<file path="src/rtl/ser_pkg.sv">
`default_nettype none
// ============================================================================
//  Package     : ser_pkg
//  Description : Shared state encoding and bit-order constants for the
//                parametrised parallel-to-serial converter.
//  Revision    : 1.0 - initial release
// ============================================================================
package ser_pkg;

    // FSM state encoding
    localparam logic [0:0] ST_IDLE  = 1'b0;
    localparam logic [0:0] ST_SHIFT = 1'b1;

    // Bit-order selector values as seen on msb_first
    localparam logic ORDER_LSB = 1'b0;
    localparam logic ORDER_MSB = 1'b1;

endpackage : ser_pkg
`default_nettype wire

</file>
<file path="src/rtl/param_serializer.sv">
`default_nettype none
// ============================================================================
//  Module      : param_serializer
//  Description : DATA_WIDTH-bit parallel to serial converter with a one-word
//                holding buffer (valid/ready load), per-word LSB/MSB-first
//                order and gapless back-to-back frames. One bit per ser_en.
//  Revision    : 1.0 - initial release
// ============================================================================
module param_serializer
    import ser_pkg::*;
#(
    parameter int   DATA_WIDTH = 8,
    parameter logic IDLE_BIT   = 1'b1
) (
    input  logic                  clk,
    input  logic                  rst,        // asynchronous, active low
    input  logic [DATA_WIDTH-1:0] p_data,
    input  logic                  p_valid,
    output logic                  p_ready,
    input  logic                  msb_first,
    input  logic                  ser_en,
    output logic                  ser_data,
    output logic                  ser_busy,
    output logic                  ser_done
);

    localparam int              CNT_W  = $clog2(DATA_WIDTH);
    localparam logic [CNT_W-1:0] C_LAST = CNT_W'(DATA_WIDTH - 1);
    localparam logic [CNT_W-1:0] C_ONE  = CNT_W'(1);

    logic [0:0]            r_state;
    logic [0:0]            w_state_next;
    logic                  r_hold_full;
    logic [DATA_WIDTH-1:0] r_hold_q;
    logic [DATA_WIDTH-1:0] r_shreg;
    logic                  r_order_q;
    logic [CNT_W-1:0]      r_bit_cnt;
    logic                  r_ser_done;

    logic                  w_accept;
    logic                  w_tick;
    logic                  w_last;
    logic                  w_load;

    // p_ready depends only on a register, so p_valid never feeds back into it
    assign w_accept = p_valid && !r_hold_full;
    // ser_en only counts while a word is being shifted
    assign w_tick   = (r_state == ST_SHIFT) && ser_en;
    assign w_last   = w_tick && (r_bit_cnt == C_LAST);
    // Load the shifter from the buffer when idle, or on the final tick so
    // the next word starts without an idle gap
    assign w_load   = r_hold_full && ((r_state == ST_IDLE) || w_last);

    // Next-state decode: leave IDLE when a word is waiting, return only when
    // the final bit goes out with nothing queued behind it
    always_comb begin
        w_state_next = r_state;
        case (r_state)
            ST_IDLE:  if (r_hold_full)          w_state_next = ST_SHIFT;
            ST_SHIFT: if (w_last && !r_hold_full) w_state_next = ST_IDLE;
            default:                            w_state_next = ST_IDLE;
        endcase
    end

    // Holding buffer: capture on handshake, empty when moved into the shifter.
    // Accept and load never coincide because p_ready is low while full.
    always_ff @(posedge clk or negedge rst) begin
        if (!rst) begin
            r_hold_full <= 1'b0;
            r_hold_q    <= '0;
        end else if (w_accept) begin
            r_hold_full <= 1'b1;
            r_hold_q    <= p_data;
        end else if (w_load) begin
            r_hold_full <= 1'b0;
        end
    end

    // FSM state and shifter: order is latched per word so msb_first changes
    // mid-word only affect the next word
    always_ff @(posedge clk or negedge rst) begin
        if (!rst) begin
            r_state    <= ST_IDLE;
            r_shreg    <= '0;
            r_order_q  <= ORDER_LSB;
            r_ser_done <= 1'b0;
        end else begin
            r_state    <= w_state_next;
            r_ser_done <= w_last;
            if (w_load) begin
                r_shreg   <= r_hold_q;
                r_order_q <= msb_first;
            end else if (w_tick) begin
                if (r_order_q == ORDER_MSB) r_shreg <= {r_shreg[DATA_WIDTH-2:0], 1'b0};
                else                        r_shreg <= {1'b0, r_shreg[DATA_WIDTH-1:1]};
            end
        end
    end

    // Bit counter: cleared on every load and on the final tick so it never wraps
    always_ff @(posedge clk or negedge rst) begin
        if (!rst) begin
            r_bit_cnt <= '0;
        end else if (w_load || w_last) begin
            r_bit_cnt <= '0;
        end else if (w_tick) begin
            r_bit_cnt <= r_bit_cnt + C_ONE;
        end
    end

    // Output decode from registers only
    always_comb begin
        p_ready  = !r_hold_full;
        ser_busy = (r_state == ST_SHIFT);
        ser_done = r_ser_done;
        ser_data = IDLE_BIT;
        if (r_state == ST_SHIFT) begin
            ser_data = (r_order_q == ORDER_MSB) ? r_shreg[DATA_WIDTH-1] : r_shreg[0];
        end
    end

endmodule : param_serializer
`default_nettype wire

</file>
<file path="config.mk">
export PLATFORM = sky130hd
export DESIGN_NAME = param_serializer
export DESIGN_NICKNAME = d
export VERILOG_FILES = /design/src/rtl/ser_pkg.sv /design/src/rtl/param_serializer.sv
export SDC_FILE = /design/constraint.sdc
export NUM_CORES = 1
export LEC_CHECK = 0
export BUFFER_PORTS_ARGS = -buffer_cell sky130_fd_sc_hd__buf_2
export CORE_MARGIN = 5
export CORE_UTILIZATION = 30
export DETAILED_ROUTE_END_ITERATION = 10
export GPL_ROUTABILITY_DRIVEN = 0
export SETUP_SLACK_MARGIN = 0.1
export SYNTH_ARGS = -nofsm -noshare
export SYNTH_HDL_FRONTEND = slang
export SYNTH_SLANG_ARGS = --single-unit
export TNS_END_PERCENT = 50
</file>
<file path="constraint.sdc">
create_clock -name clk -period 3.8 [get_ports clk]
set_input_delay 0.38 -clock clk [delete_from_list [all_inputs] [get_ports clk]]
set_output_delay 0.38 -clock clk [all_outputs]
set_load 0.02 [all_outputs]
</file>
After elaboration in Yosys (flattened, before gate mapping)
Index checks and enable logic that the tools add are counted.
{"block": "word_totals", "input_bits": 13, "mem_bits_ro": 0, "mem_count": 0, "latch_bits": 0, "elab_cells": 33, "out_inout_bits": 4, "reg_bits": 23, "mem_bits_rw": 0}
{"block": "op_classes", "mux": 12, "shifts": 0, "addsub": 1, "mul": 0, "bitwise_logic": 1, "n_eq_ne": 1, "magnitude_cmp": 0, "n_div": 0, "reduce_logical": 11}
{"cell": "8-bit 2-to-1 mux", "n": 3}
{"cell": "1-bit 2-to-1 mux", "n": 6}
{"cell": "3-bit 2-to-1 mux", "n": 2}
{"cell": "2-bit nonzero test", "n": 3}
{"cell": "1-bit logical AND", "n": 5}
{"cell": "3-bit by 1-bit adder with 3-bit output (second input constant)", "n": 1}
{"cell": "3-bit == test (second input constant)", "n": 1}
{"cell": "1-bit logical OR", "n": 2}
{"cell": "1-bit case mux with 2 select lines", "n": 1}
{"cell": "1-bit zero test", "n": 1}
{"cell": "1-bit inverter", "n": 1}

Logic depth before layout (Yosys ltp)
{"block": "logic_depth", "word_depth": 6, "depth_mapped": 6, "depth_no_buf": 5}

Worst setup path before layout
OpenSTA, ideal clock, no wires.
{"block": "synth_path", "path_kind": "reg2reg", "from": "register r_bit_cnt[0]", "to": "register r_shreg[1]", "n_path_buf": 1, "path_slack_ps": 2157, "setup_time_ps": 125, "path_stages_with_launch": 7, "arrival_time_ps": 1518, "period_less_slack_ps": 1643, "required_ps": 3675, "cell_sequence": "dfrtp_1 -> ha_1 -> ha_1 -> a21boi_2 -> nand2b_1 -> buf_6 -> mux2_4"}
{"block": "synth_between", "elab_chain_cells": 5, "word_cells_on_any_way": 6, "cone_classes": "eq/ne: 1; mux: 1; reduce/logical: 4"}
{"element": "from (decl)", "line_no": "param_serializer.sv:37", "source": "logic [CNT_W-1:0] r_bit_cnt;"}
{"element": "from (signal assigned)", "line_no": "param_serializer.sv:107", "source": "r_bit_cnt <= r_bit_cnt + C_ONE;"}
{"element": "3-bit == test *", "line_no": "param_serializer.sv:49", "source": "assign w_last = w_tick && (r_bit_cnt == C_LAST);"}
{"element": "1-bit logical AND *", "line_no": "param_serializer.sv:49"}
{"element": "1-bit logical OR *", "line_no": "param_serializer.sv:52", "source": "assign w_load = r_hold_full && ((r_state == ST_IDLE) || w_last);"}
{"element": "1-bit logical AND *", "line_no": "param_serializer.sv:52"}
{"element": "8-bit 2-to-1 mux or 2-bit nonzero test (tied branches)"}
{"element": "to (signal assigned)", "line_no": "param_serializer.sv:91", "source": "r_shreg <= r_hold_q;"}
{"element": "to (signal assigned)", "line_no": "param_serializer.sv:94", "source": "if (r_order_q == ORDER_MSB) r_shreg <= {r_shreg[DATA_WIDTH-2:0], 1'b0};"}
{"element": "to (signal assigned)", "line_no": "param_serializer.sv:95", "source": "else r_shreg <= {1'b0, r_shreg[DATA_WIDTH-1:1]};"}
{"element": "to (decl)", "line_no": "param_serializer.sv:35", "source": "logic [DATA_WIDTH-1:0] r_shreg;"}
Mark *: on every way between the ends. The rest lies on a longest branch, timed or not.
A chain may end at the register's enable or synchronous reset.

Worst setup path in the final report
{"block": "layout_path", "from": "register r_bit_cnt[0]", "to": "register r_shreg[6]"}
The elaborated chain is that of the path after synthesis.

==> results.py <==
metrics = {
    "run_status": {
        "status": "finished clean",
    },
    "clock_network": {
        "cts_buffers": 3,
        "cts_hold_buf": 0,
        "clock_path_buffers": 2,
        "cts_root_buf": "clkbuf_8",
        "postCtsResizedCells": 0,
        "clock_sinks": 23,
        "cts_setup_buffers": 0,
        "path_clk_slew_ps": 80,
        "cts_tree": "yes",
        "htree_levels": 1,
        "worstSkewPairLatency_ps": 260,
    },
    "grt": {
        "grt_pass1_wl_um": 3170,
        "track_usage": 0.0786,
        "gr-total-overflow": 0,
        "antenna_found_initial": 0,
        "grt_max_degree": 24,
        "grt_pass1_vias": 700,
    },
    "worst_setup_path": {
        "slowest_delay_ps": 440,
        "path_buf_inv": 0,
        "cp_slowest_cell": "nand2b_1",
        "critPathMaxFanout": 8,
        "path_cells": "ha_1 > ha_1 > a21boi_2 > nand2b_1 > mux2_4",
        "cp_data_arrival_time_ps": 2090,
        "critical_path.most_common_cell": "ha_1",
        "crit_type": "reg -> reg",
        "end_kind": "register",
        "critical-path-top-delay-family": "adder cells",
        "start_kind": "register",
        "required_ps": 3940,
    },
    "detailed_routing": {
        "wl_per_cell_um": 12.3,
        "totalWireLength_um": 1930,
        "via_count": 716,
        "vias_per_cell": 4.59,
        "dr.pass1.iters": 4,
        "antenna_left": 0,
        "route.detailed.drc": 0,
        "drt_iter0_drc": 9,
    },
    "cells_and_area": {
        "num_antenna_cells": 0,
        "stdcell_area_mm2": 0.00128,
        "final_cell_mix": "23 x dfrtp_1, 16 x buf_2, 14 x a21oi_1, 8 x mux2i_1, 8 x mux2_2",
        "drive_gt1_frac": 0.343,
        "final_cells": 156,
        "syn2layout_area_growth_pct": 12.4,
        "nNetsFinal": 124,
        "fillers": 380,
        "final_common_cell": "dfrtp_1",
    },
    "sta": {
        "finalSetupViolCount": 0,
        "max_freq_ghz": 0.514,
        "rsz0062_at_grt": "false",
        "relSlewSlack": 0.568,
        "fin_crit_ps": 1940,
        "setup-tns-final_ps": 0,
        "hold_violations": 0,
        "worstMarginPinSlew_ps": 646,
        "fin_skew_ps": 4.58,
        "fin_crit_sh": 0.512,
        "maxSlewViolCount": 0,
    },
    "logic_synthesis": {
        "synthTopCellsByArea": "dfrtp_1 51%, mux2_4 9.3%, mux2_2 7.9%",
        "ys_ff_latch": 23,
        "synthCells": 94,
        "synth_seq_area_share": 0.507,
        "avgSynthCellArea_um2": 12.1,
        "syn-cell-area_mm2": 0.00114,
        "yosysWarnings": 0,
        "syn_nets": 109,
        "synth_top_area_cell": "dfrtp_1",
        "synth_cell_types": 25,
        "synth_top_area_share": 0.507,
    },
    "job": {
        "drv_cap": 0,
    },
    "power_and_ir_drop": {
        "vdd_ir_drop_max_uv": 255,
        "p_per_area_mw_per_mm2": 693,
        "p_leak_nw": 0.606,
        "totalPowerFinal_w": 0.000885,
    },
    "floorplanning": {
        "die_y_um": 71.5,
        "die_w_um": 71.5,
        "core_mm2": 0.00366,
        "initial_core_util": 0.310,
        "ios": 17,
        "num_rows": 22,
        "die_area_mm2": 0.00512,
    },
    "placed_design": {
        "dpl-instance-area_mm2": 0.00123,
        "placed_cells_incl_taps": 152,
        "portBuffers": 16,
        "dpl.hpwl_um": 1490,
    },
    "min_path": {
        "hold_path.class": "in -> async",
    },
}
sequential cells by signal, indices dropped and copies added, names as in the netlist:
name,count
r_bit_cnt,3
r_hold_full,1
r_shreg,8
r_order_q,1
ser_busy,1
ser_done,1
r_hold_q,8
metrics by stage:
step,hold WS (ps),setup WS (ps),utilization
3_5_place_dp,375,1870,0.337
4_1_cts,86.5,1830,0.349
5_1_grt,119,1740,0.349
2_1_floorplan,84.4,2160,-
3_3_place_gp,369,1920,0.337
6_report,72.9,1860,0.349
synthesized netlist by cell type, drive strengths merged:
cell type  number
nand3b          3
nor2            5
and2            1
a21boi          1
or2             1
nor2b           1
dfrtp          23
nor3            1
mux2           16
and3            1
a21oi          14
mux2i           8
nand2b          1
o21ai           1
a31oi           1
inv             2
ha              2
clkbuf          1
nand2           5
buf             5
nand4           1
layer usage:
| metal | GRT usage | vias to the layer above | wire length (um) |
|---|---|---|---|
| li1 | - | 356 | - |
| met1 | 0.0965 | 337 | 897 |
| met2 | 0.128 | 19 | 920 |
| met3 | 0.0210 | 4 | 71 |
| met4 | 0.0376 | 0 | 36 |
| met5 | 0 | - | 0 |
path summary, 6_finish.rpt:
| path | start | end | slack (ps) | cells past startpoint |
|---|---|---|---|---|
| worst min-delay path | rst | r_hold_q[0] | 70 | 1 |
| worst max register to register | r_bit_cnt[0] | r_shreg[6] | 1860 | 5 |
| worst max-delay path | r_bit_cnt[0] | r_shreg[6] | 1860 | 5 |
| min in group clk | p_data[7] | r_hold_q[7] | 330 | 2 |
| worst min register to register | r_hold_q[7] | r_hold_q[7] | 490 | 1 |
| max in group asynchronous | rst | r_shreg[3] | 3390 | 1 |
worst reg2reg max path: stages (launching register included):
cell and delay, ps:
dfrtp_1 410, ha_1 210, ha_1 230, a21boi_2 200, nand2b_1 440, mux2_4 350
logic make-up (layout without fill, tap and decap cells):
group                    Yosys count  count (layout)  share of synthesized area
flip-flops                        23              23                      0.507
AO/OA/AOI/OAI                     17              17                     0.0815
multiplexers                      24              24                      0.252
adder cells (fa/ha/maj)            2               2                     0.0220
buffers and inverters              8              22                     0.0452
AND/OR/NAND/NOR                   20              20                     0.0925
report_power, final:
| part | switching [W] | internal [W] | total (W) |
|---|---|---|---|
| Sequential | 0.0000853 | 0.000350 | 0.000436 |
| Clock | 0.0000716 | 0.0000747 | 0.000146 |
| Combinational | 0.000118 | 0.000185 | 0.000303 |
| Total | 0.000275 | 0.000610 | 0.000885 |
area by class of cell:
class	count	area [um2]	area share
multi-input combinational	63	509	0.399
timing repair buffer	16	80.1	0.0627
sequential	23	576	0.451
inverter	2	7.51	0.00588
clock buffer	4	45.0	0.0353
tap	48	60.1	0.0470
No activity file was read; power rests on OpenSTA's default activity.
